<file path="config.mk">
export PLATFORM = sky130hd
export DESIGN_NAME = br_redirect_ctrl
export DESIGN_NICKNAME = d
export VERILOG_FILES = /design/src/rtl/cpu_defs.sv /design/src/rtl/br_redirect_stats.sv /design/src/rtl/br_redirect_ctrl.sv
export SDC_FILE = /design/constraint.sdc
export NUM_CORES = 1
export LEC_CHECK = 0
export BUFFER_PORTS_ARGS = -buffer_cell sky130_fd_sc_hd__buf_2
export CAP_MARGIN = 20
export CORE_ASPECT_RATIO = 0.8
export CORE_MARGIN = 2
export CORE_UTILIZATION = 44
export DETAILED_ROUTE_END_ITERATION = 10
export PLACE_DENSITY_LB_ADDON = 0.05
export SYNTH_ARGS = -nofsm -noshare
export SYNTH_HDL_FRONTEND = slang
export SYNTH_SLANG_ARGS = --single-unit
</file>
<file path="constraint.sdc">
create_clock -name clk -period 2 [get_ports clk]
set_clock_uncertainty 0.15 [all_clocks]
set_input_delay 0.2 -clock clk [delete_from_list [all_inputs] [get_ports clk]]
set_output_delay 0.2 -clock clk [all_outputs]
set_load 0.01 [all_outputs]
</file>
<file path="src/rtl/cpu_defs.sv">
// Shared CPU definitions.
//   virt_t            : 32-bit virtual address
//   br_redir_state_e  : branch redirect controller FSM states
package cpu_defs;

  typedef logic [31:0] virt_t;

  typedef enum logic [1:0] {
    IDLE    = 2'd0,
    WAIT_DS = 2'd1,
    REDIR   = 2'd2
  } br_redir_state_e;

  localparam virt_t TGT_RESET = 32'h0000_0000;

endpackage

</file>
<file path="src/rtl/br_redirect_stats.sv">
// Branch redirect statistics counters.
// Only instantiated when BR_REDIRECT_STATS_EN is defined.
//   clk, resetn  : clock, async active-low reset
//   accept       : a taken branch was accepted this cycle
//   in_wait_ds   : controller is waiting for the delay slot this cycle
//   taken_cnt    : number of accept cycles (wraps)
//   ds_wait_cnt  : number of cycles spent in WAIT_DS (wraps)
module br_redirect_stats (
  input  logic        clk,
  input  logic        resetn,
  input  logic        accept,
  input  logic        in_wait_ds,
  output logic [31:0] taken_cnt,
  output logic [31:0] ds_wait_cnt
);

  // Flush is intentionally not an input: the counters survive flushes.
  always_ff @(posedge clk or negedge resetn) begin
    if (!resetn) begin
      taken_cnt   <= 32'd0;
      ds_wait_cnt <= 32'd0;
    end else begin
      if (accept)     taken_cnt   <= taken_cnt + 32'd1;
      if (in_wait_ds) ds_wait_cnt <= ds_wait_cnt + 32'd1;
    end
  end

endmodule

</file>
<file path="src/rtl/br_redirect_ctrl.sv">
// Branch redirect controller: holds a resolved branch target until the
// delay slot has been fetched, then steers fetch to that target until the
// instruction memory accepts the request.
// Optional: BR_REDIRECT_STATS_EN adds taken_cnt / ds_wait_cnt outputs.
// Ports:
//   clk, resetn              : clock, async active-low reset
//   br_taken, br_stall       : branch resolution from ID
//   br_target                : resolved target PC
//   ds_to_es_fire            : branch leaves ID this cycle
//   fs_valid                 : IF holds an instruction (delay slot)
//   inst_req_ready           : instruction memory accepts the request
//   flush                    : exception/ERET flush from WB
//   redirect_valid           : fetch must use redirect_pc
//   redirect_pc              : held branch target
//   busy                     : FSM is not IDLE
//
// state   | meaning
// --------+-----------------------------------------------------
// IDLE    | no pending redirect
// WAIT_DS | target captured, delay slot not yet in IF
// REDIR   | delay slot fetched, presenting redirect to fetch
module br_redirect_ctrl
  import cpu_defs::*;
(
  input  logic        clk,
  input  logic        resetn,
  input  logic        br_taken,
  input  logic        br_stall,
  input  virt_t       br_target,
  input  logic        ds_to_es_fire,
  input  logic        fs_valid,
  input  logic        inst_req_ready,
  input  logic        flush,
  output logic        redirect_valid,
  output virt_t       redirect_pc,
  output logic        busy
`ifdef BR_REDIRECT_STATS_EN
  ,
  output logic [31:0] taken_cnt,
  output logic [31:0] ds_wait_cnt
`endif
);

  br_redir_state_e state_q, state_d;
  virt_t           target_q;
  logic            accept;
  logic            capture;

  assign accept  = br_taken & ~br_stall & ds_to_es_fire & ~flush;
  // Accepts outside IDLE are dropped so the held target cannot move.
  assign capture = accept & (state_q == IDLE);

  always_ff @(posedge clk or negedge resetn) begin
    if (!resetn) begin
      state_q  <= IDLE;
      target_q <= TGT_RESET;
    end else begin
      state_q <= state_d;
      if (capture) target_q <= br_target;
    end
  end

  always_comb begin
    state_d = state_q;
    if (flush) begin
      state_d = IDLE;
    end else begin
      unique case (state_q)
        IDLE:    if (accept) state_d = fs_valid ? REDIR : WAIT_DS;
        WAIT_DS: if (fs_valid) state_d = REDIR;
        REDIR:   if (inst_req_ready) state_d = IDLE;
        default: state_d = IDLE;
      endcase
    end
  end

  // Flush masks the redirect in the same cycle it arrives.
  assign redirect_valid = (state_q == REDIR) & ~flush;
  assign redirect_pc    = target_q;
  assign busy           = (state_q != IDLE);

`ifdef BR_REDIRECT_STATS_EN
  br_redirect_stats u_stats (
    .clk         (clk),
    .resetn      (resetn),
    .accept      (accept),
    .in_wait_ds  (state_q == WAIT_DS),
    .taken_cnt   (taken_cnt),
    .ds_wait_cnt (ds_wait_cnt)
  );
`endif

endmodule

</file>
==> impl_metrics.env, run 1 <==
export IMPL_async_flop_share_pct=100
export IMPL_ys_top_cells_by_area="dfrtp_1, mux2_4, buf_12"
export IMPL_first_pass_iters=4
export IMPL_r2r_cells=4
export IMPL_layout_drive_gt1_share_pct=65.2
export IMPL_dp_slack_ns=0.0796
export IMPL_critPathKind="flip-flop to flip-flop"
export IMPL_cp_data_required_time_ns=2.01
export IMPL_combPwrFrac_pct=28.6
export IMPL_place_area_um2=1840
export IMPL_postRouteAntennaNets=0
export IMPL_maxSlewViolCount=0
export IMPL_synth_most_common_cell="dfrtp_1"
export IMPL_area_growth_pct=45.7
export IMPL_fin_cells=218
export IMPL_htree_levels=2
export IMPL_regToRegEndpoint="redirect_pc[17]"
export IMPL_min_from="br_target[11]"
export IMPL_path_delay_family="simple AND/OR/NAND/NOR gates"
export IMPL_rr_startpoint="state_q[1]"
export IMPL_drcViolationCount=0
export IMPL_core_area_um2=3130
export IMPL_synth_seq_cells=34
export IMPL_utilization_pct=67.9
export IMPL_start_util_pct=46.6
export IMPL_clockRootBuffer="clkbuf_8"
export IMPL_rows=18
export IMPL_grt_pass1_vias=1037
export IMPL_grt_pass1_wl_um=4560
export IMPL_fmax_mhz=518
export IMPL_hold_viol_final=0
export IMPL_grt_overflow=0
export IMPL_power_frac_seq_pct=46.2
export IMPL_num_vias=986
export IMPL_slew_headroom_pct=51.9
export IMPL_place_gp_congestion=0.666
export IMPL_fin_hold_ws_ns=0.00911
export IMPL_antenna_found_initial=0
export IMPL_io_pins=74
export IMPL_synthDistinctLibCells=15
export IMPL_clk_latency_ns=0.27
export IMPL_synth_edff_count=0
export IMPL_p_sw_share_pct=26.3
export IMPL_clock_sinks=34
export IMPL_drt_iter0_markers=17
export IMPL_cts_tree="yes"
export IMPL_critPathCaptureType="flip-flop"
export IMPL_clkTransAtPathRegs_ns=0.07
export IMPL_synth_top_area_share_pct=58.3
export IMPL_status="finished, final reports clean"
export IMPL_finalInstanceArea_um2=2130
export IMPL_diodes=0
export IMPL_period_share_pct=96.6
export IMPL_yosysTopAreaCell="dfrtp_1"
export IMPL_synth_top_cells_by_count="dfrtp_1, mux2_4, buf_12"
export IMPL_synthCells=80
export IMPL_setup_worst_path_start="state_q[1]"
export IMPL_power_mw=2.01
export IMPL_crit_chain="or2_1 -> or3_2 -> buf_12 -> mux2_4"
export IMPL_grt_total_usage_pct=16.0
export IMPL_period_minus_slack_ns=1.93
export IMPL_drt_total_wl_um=2880
export IMPL_hold_class="primary input to flip-flop"
export IMPL_ys_seq_area_share_pct=58.3
export IMPL_cpPeakStageDelay_ns=0.52
export IMPL_rsz0062_at_grt="no"
export IMPL_power_clock_fraction_pct=25.2
export IMPL_ff2ff_setup_slack_ns=0.07
export IMPL_worst_pin_slew_ns=0.722
export IMPL_arrival_ns=1.94
export IMPL_die_h_um=55.5
export IMPL_dp_hpwl_um=2020
export IMPL_via_per_inst=4.52
export IMPL_setup_violations=0
export IMPL_dp_cells=191
export IMPL_switching_power_mw=0.527
export IMPL_syn_nets=120
export IMPL_leakage_nw=1.17
export IMPL_clk_path_buf_depth=2
export IMPL_start_kind="flip-flop"
export IMPL_cts_made_buffers=5
export IMPL_power_internal_mw=1.48
export IMPL_holdPathEnd="redirect_pc[11]"
export IMPL_fin_tns_setup_ns=0
export IMPL_yosys_warnings=0
export IMPL_drt_wirelength_per_cell_um=13.2
export IMPL_worstHoldPathCells=2
export IMPL_ctsResizeCount=0
export IMPL_setup_slack_ns=0.0684
export IMPL_syn_avg_cell_area_um2=18.2
export IMPL_cp_max_fo=17
export IMPL_grt_max_degree=35
export IMPL_max_cap_viol_count=0
export IMPL_cp_num_buf_inv=1
export IMPL_die_area_um2=3800
export IMPL_synthFlopType="dfrtp_1"
export IMPL_slowest_stage="or3_2"
export IMPL_syn_cell_area_um2=1460
export IMPL_io_buffers=73
export IMPL_p_per_area_nw_per_um2=943
export IMPL_nets=217
export IMPL_worst_ir_drop_vdd_uv=582
export IMPL_die_x_um=68.4
## area by class of cell
| type | instances | area [um2] |
|---|---|---|
| clock buffers | 7 | 86.3 |
| clock inverters | 1 | 5.00 |
| fillers | 231 | 1000 |
| multi-input cells | 42 | 538 |
| flip-flops and latches | 34 | 851 |
| well taps | 40 | 50.0 |
| repair buffers | 94 | 596 |
## registers in the layout, indices dropped and copies added (netlist names)
name         cells
redirect_pc     32
state_q          2
## worst max-delay path by stage
stage                                 end  slack (ns)  cells after the start
after floorplan            redirect_pc[0]        0.15                      5
after global placement    redirect_pc[12]        0.11                      4
after detailed placement  redirect_pc[20]        0.08                      4
after CTS                  redirect_pc[9]        0.08                      4
after global routing      redirect_pc[16]        0.03                      4
final                     redirect_pc[17]        0.07                      4
## power groups by stage
stage | clock network, mW | logic (mW) | registers (mW)
CTS | 0.526 | 0.577 | 0.930
global route | 0.554 | 0.619 | 0.950
global placement | 0 | 0.542 | 0.935
floorplan | 0 | 0.241 | 1.01
finish | 0.505 | 0.573 | 0.927
detailed placement | 0 | 0.552 | 0.940
## layer usage
metal | share of wire, % | up-vias | global-route usage (%)
met4 | 0.14 | 0 | 3.43
met3 | 8.0 | 2 | 6.72
met1 | 44 | 469 | 20.1
met5 | 0 | - | 0
li1 | - | 471 | -
met2 | 48 | 44 | 25.4
## kinds of logic after synthesis
| group | after synthesis | share of synthesized area (%) |
|---|---|---|
| DFF | 34 | 58.3 |
| buffers and inverters | 4 | 4.89 |
| muxes | 32 | 32.4 |
| AOI/OAI and AO/OA | 1 | 0.343 |
| and+or+nand+nor | 9 | 4.03 |
## what timing repair did
item	in CTS	in global routing
setup buffers	0	0
endpoints found under the hold margin	48	3
hold buffers	16	3
## cell usage in the layout (no fill, tap or decap)
master,netlist,routed
or2_1,1,1
nand3b_1,1,1
nand2_1,1,1
nor3b_1,1,1
dfrtp_1,34,34
clkbuf_8,0,6
clkbuf_1,0,1
clkinv_2,0,1
and2b_1,1,1
mux2_4,30,30
nor4_1,1,1
buf_12,3,2
o21ai_0,1,1
nor2_1,1,1
dlygate4sd3_1,0,19
or4b_2,1,1
buf_2,0,73
or3_2,0,1
mux2_2,2,2
No activity file was read; power rests on OpenSTA's default activity.
==> inputs of run 2 (changes only) <==
- CORE_MARGIN: 2 -> 5
- HOLD_SLACK_MARGIN: not set -> 0.06
- SYNTH_HIERARCHICAL: not set -> 1
==> run 2 against run 1 <==
Net effect: maximum frequency is 0.27% lower; die area is 21% higher; critical path depth stayed put; via count is 8.6% higher; register-to-register slack hardly changed.
==> impl_metrics.env, run 2 <==
export IMPL_cp_data_required_time_ns=2.01
export IMPL_critPathKind="flip-flop to flip-flop"
export IMPL_io_buffers=73
export IMPL_critPathCaptureType="flip-flop"
export IMPL_die_x_um=74.4
export IMPL_diodes=0
export IMPL_min_from="flush"
export IMPL_fmax_mhz=516
export IMPL_grt_total_usage_pct=16.4
export IMPL_period_share_pct=96.8
export IMPL_rr_startpoint="state_q[0]"
export IMPL_utilization_pct=73.6
export IMPL_yosys_warnings=6
export IMPL_layout_drive_gt1_share_pct=59.8
export IMPL_io_pins=74
export IMPL_dp_hpwl_um=2140
export IMPL_crit_chain="or2_1 -> or3_2 -> buf_12 -> mux2_4"
export IMPL_dp_cells=191
export IMPL_nets=234
export IMPL_first_pass_iters=4
export IMPL_fin_cells=234
export IMPL_leakage_nw=1.25
export IMPL_grt_pass1_vias=1190
export IMPL_synthCells=80
export IMPL_slowest_stage="or3_2"
export IMPL_clkTransAtPathRegs_ns=0.07
export IMPL_via_per_inst=4.58
export IMPL_cts_made_buffers=5
export IMPL_synthDistinctLibCells=15
export IMPL_drcViolationCount=0
export IMPL_ys_seq_area_share_pct=58.3
export IMPL_maxSlewViolCount=0
export IMPL_hold_viol_final=0
export IMPL_worst_pin_slew_ns=0.730
export IMPL_drt_iter0_markers=43
export IMPL_ys_top_cells_by_area="dfrtp_1, mux2_4, buf_12"
export IMPL_multi_input_area_um2=538
export IMPL_place_gp_congestion=0.761
export IMPL_grt_overflow=0
export IMPL_grt_max_degree=35
export IMPL_postRouteAntennaNets=0
export IMPL_setup_violations=0
export IMPL_slew_headroom_pct=51.3
export IMPL_area_growth_pct=58.0
export IMPL_synth_top_area_share_pct=58.3
export IMPL_synth_most_common_cell="dfrtp_1"
export IMPL_max_cap_viol_count=0
export IMPL_setup_worst_path_start="state_q[0]"
export IMPL_clk_path_buf_depth=2
export IMPL_antenna_found_initial=0
export IMPL_clk_latency_ns=0.27
export IMPL_synth_seq_cells=34
export IMPL_largest_reg_flops=32
export IMPL_cpPeakStageDelay_ns=0.48
export IMPL_synth_edff_count=0
export IMPL_hold_class="primary input to flip-flop"
export IMPL_rows=18
export IMPL_clockRootBuffer="clkbuf_8"
export IMPL_die_area_um2=4570
export IMPL_status="finished, final reports clean"
export IMPL_async_flop_share_pct=100
export IMPL_final_cell_mix="buf_2, dlygate4sd3_1, dfrtp_1"
export IMPL_cp_max_fo=32
export IMPL_period_minus_slack_ns=1.94
export IMPL_synth_top_cells_by_count="dfrtp_1, mux2_4, buf_12"
export IMPL_p_per_area_nw_per_um2=940
export IMPL_worst_ir_drop_vdd_uv=594
export IMPL_drt_total_wl_um=3490
export IMPL_rsz0062_at_grt="no"
export IMPL_syn_nets=120
export IMPL_start_kind="flip-flop"
export IMPL_drt_wirelength_per_cell_um=14.9
export IMPL_fin_hold_ws_ns=0.123
export IMPL_layout_commonest_cell="buf_2"
export IMPL_synthFlopType="dfrtp_1"
export IMPL_htree_levels=2
export IMPL_post_cts_buffers=0
export IMPL_cts_tree="yes"
export IMPL_yosysTopAreaCell="dfrtp_1"
export IMPL_fin_tns_setup_ns=0
export IMPL_die_h_um=61.5
export IMPL_grt_pass1_wl_um=5500
export IMPL_syn_avg_cell_area_um2=18.2
export IMPL_fillers=198
export IMPL_arrival_ns=1.95
export IMPL_regArea_um2=851
export IMPL_num_vias=1071
export IMPL_start_util_pct=46.6
export IMPL_core_area_um2=3130
export IMPL_syn_cell_area_um2=1460
export IMPL_clock_sinks=34
==> run 2: kinds of logic (layout without fill, tap and decap cells) <==
kind of cell	Yosys count	count (layout)	synth area share [%]
AOI/OAI and AO/OA	1	1	0.343
buffers and inverters	4	118	4.89
DFF	34	34	58.3
muxes	32	32	32.4
and+or+nand+nor	9	9	4.03
==> run 2: path summary, 6_finish.rpt <==
check / end / slack, ns / cells past startpoint
min reg2reg: redirect_pc[21] / 0.36 / 1
min: state_q[1] / 0.12 / 4
max: redirect_pc[13] / 0.06 / 4
max in group asynchronous: redirect_pc[28] / 0.87 / 2
max reg2reg: redirect_pc[13] / 0.06 / 4
min in group asynchronous: redirect_pc[25] / 0.36 / 2
==> run 2: timing repair <==
item	CTS	global route
gates resized for setup	0	0
endpoints found under the setup margin	0	0
endpoints found under the hold margin	68	0
hold buffers	36	0
==> run 2: through the flow <==
stage                     instance area (um2)  worst slack, ns  power (mW)
after floorplan                          1460            0.152        1.25
after global placement                   1830            0.119        1.48
after detailed placement                 1830           0.0717        1.49
after CTS                                2300           0.0605        2.18
after global routing                     2300           0.0104        2.28
final                                    2300           0.0632        2.17
==> run 2: report_power, final <==
part / switching, mW / internal (mW) / leakage [nW] / total (mW)
combinational: 0.229 / 0.377 / 0.779 / 0.606
sequential: 0.0859 / 0.844 / 0.412 / 0.930
clock: 0.232 / 0.398 / 0.0573 / 0.630
==> run 2: final cells by class <==
type	count	area share [%]
flip-flops and latches	34	36.9
repair buffers	111	32.7
multi-input cells	42	23.3
clock buffers	6	3.58
well taps	40	2.17
clock inverters	1	1.30
==> run 2: layer usage <==
metal / share of wire (%) / up-vias / track usage (%)
li1: - / 506 / -
met1: 40 / 505 / 18.9
met2: 49 / 50 / 28.0
met3: 8.6 / 10 / 5.55
met4: 2.1 / 0 / 7.61
met5: 0 / - / 0
==> run 2: worst max-delay path, delay by kind of cell (launching register included) <==
family / cells / cell delay (ns)
buffers and inverters: 1 / 0.21
DFF: 1 / 0.40
muxes: 1 / 0.32
and+or+nand+nor: 2 / 0.73
==> inputs of run 3 (changes only) <==
- BUFFER_PORTS_ARGS: -buffer_cell sky130_fd_sc_hd__buf_2 -> not set
- CORE_UTILIZATION: 44 -> 55
- DONT_BUFFER_PORTS: not set -> 1
==> run 3 against run 2 <==
Net effect: total power down 14%; flip-flop and latch count stayed put; clock-buffer cell count shrank 1.
==> impl_metrics.env, run 3 (synthesized netlist as in run 2, its figures left out) <==
export IMPL_rows=16
export IMPL_worst_pin_slew_ns=0.434
export IMPL_fin_tns_setup_ns=0
export IMPL_slew_headroom_pct=71.0
export IMPL_num_vias=837
export IMPL_grt_max_degree=35
export IMPL_via_per_inst=5.17
export IMPL_htree_levels=2
export IMPL_critPathKind="flip-flop to flip-flop"
export IMPL_wl_met3_um=346
export IMPL_layout_commonest_cell="dlygate4sd3_1"
export IMPL_layout_drive_gt1_share_pct=37.3
export IMPL_grt_overflow=0
export IMPL_period_minus_slack_ns=1.94
export IMPL_top_layer="met4"
export IMPL_io_buffers=0
export IMPL_clock_sinks=34
export IMPL_die_area_um2=3790
export IMPL_nets=165
export IMPL_worst_ir_drop_vdd_uv=530
export IMPL_status="finished, final reports clean"
export IMPL_cpPeakStageDelay_ns=0.52
export IMPL_drt_wirelength_per_cell_um=19.0
export IMPL_clockRootBuffer="clkbuf_4"
export IMPL_first_pass_iters=2
export IMPL_arrival_ns=2.00
export IMPL_dp_hpwl_um=1820
export IMPL_drt_total_wl_um=3070
export IMPL_setup_violations=0
export IMPL_crit_chain="or2_1 -> or3_2 -> buf_12 -> mux2_4"
export IMPL_fin_hold_ws_ns=0.163
export IMPL_clk_latency_ns=0.32
export IMPL_grt_total_usage_pct=16.8
export IMPL_maxSlewViolCount=0
export IMPL_die_h_um=56.1
export IMPL_place_gp_congestion=0.618
export IMPL_die_x_um=67.6
export IMPL_p_per_area_nw_per_um2=952
export IMPL_cp_max_fo=18
export IMPL_max_cap_viol_count=0
export IMPL_place_area_um2=1490
export IMPL_cts_tree="yes"
export IMPL_final_cell_mix="dlygate4sd3_1, dfrtp_1, mux2_4"
export IMPL_io_pins=74
export IMPL_post_cts_buffers=0
export IMPL_start_kind="flip-flop"
export IMPL_wl_met2_um=1510
export IMPL_critPathCaptureType="flip-flop"
export IMPL_largest_reg_flops=32
export IMPL_rsz0062_at_grt="no"
export IMPL_postRouteAntennaNets=0
export IMPL_period_share_pct=97.2
export IMPL_finalInstanceArea_um2=1960
export IMPL_clkTransAtPathRegs_ns=0.11
export IMPL_cp_data_required_time_ns=2.06
export IMPL_slowest_stage="or3_2"
export IMPL_core_area_um2=2500
export IMPL_fmax_mhz=514
export IMPL_grt_pass1_vias=935
export IMPL_cts_made_buffers=5
export IMPL_grt_pass1_wl_um=4680
export IMPL_diodes=0
export IMPL_drt_iter0_markers=44
export IMPL_setup_worst_path_start="state_q[0]"
export IMPL_start_util_pct=58.3
export IMPL_clk_path_buf_depth=2
export IMPL_rr_startpoint="state_q[0]"
export IMPL_hold_viol_final=0
export IMPL_path_delay_family="simple AND/OR/NAND/NOR gates"
export IMPL_hold_class="primary input to async pin"
export IMPL_leakage_nw=0.971
export IMPL_cp_num_buf_inv=1
export IMPL_antenna_found_initial=0
export IMPL_drcViolationCount=0
export IMPL_area_growth_pct=34.1
export IMPL_wl_met1_um=1190
[run 3: changes by cell type in the layout (fill, tap and decap cells not counted)]
cell           previous run  this run
buf_12                    1         3
buf_4                     1         2
dlygate4sd3_1            36        37
clkbuf_4                  0         5
buf_2                    73         0
clkinv_2                  0         2
clkbuf_8                  6         0
[run 3: worst paths after layout]
check                           cells after the start  slack [ns]         endpoint
worst max-delay path                                4        0.06  redirect_pc[28]
worst min-delay path                                2        0.16  redirect_pc[19]
worst max register to register                      4        0.06  redirect_pc[28]
worst min register to register                      1        0.45  redirect_pc[15]
max in group asynchronous                           2        1.36  redirect_pc[30]
min in group clk                                    3        0.23  redirect_pc[15]
[run 3: repair_timing]
action,in CTS,in global routing
resized for setup,0,0
endpoints found under the hold margin,68,0
hold buffers,38,0
[run 3: through the flow]
step | std cells | power (mW) | setup slack [ns] | util, %
finish | 162 | 1.86 | 0.0556 | 78.2
global route | 162 | 1.95 | 0.0145 | 78.2
CTS | 162 | 1.87 | 0.0638 | 78.2
detailed placement | 116 | 1.31 | 0.0753 | 59.5
global placement | 116 | 1.30 | 0.103 | 59.5
floorplan | 80 | 1.25 | 0.152 | -
[run 3: area by class of cell]
| class | count | area, um2 |
|---|---|---|
| Sequential cell | 34 | 851 |
| Clock inverter | 3 | 40.0 |
| Multi-Input combinational cell | 42 | 538 |
| Fill cell | 148 | 546 |
| Clock buffer | 5 | 37.5 |
| Tap cell | 36 | 45.0 |
| Timing Repair Buffer | 42 | 445 |
[run 3: metal layers]
layer | global-route usage [%] | up-vias
li1 | - | 370
met1 | 19.0 | 413
met2 | 28.6 | 49
met3 | 7.88 | 5
met4 | 3.47 | 0
met5 | 0 | -
[run 3: power by group]
part	switching (mW)	internal, mW
Combinational	0.0816	0.256
Clock	0.222	0.259
Sequential	0.201	0.843
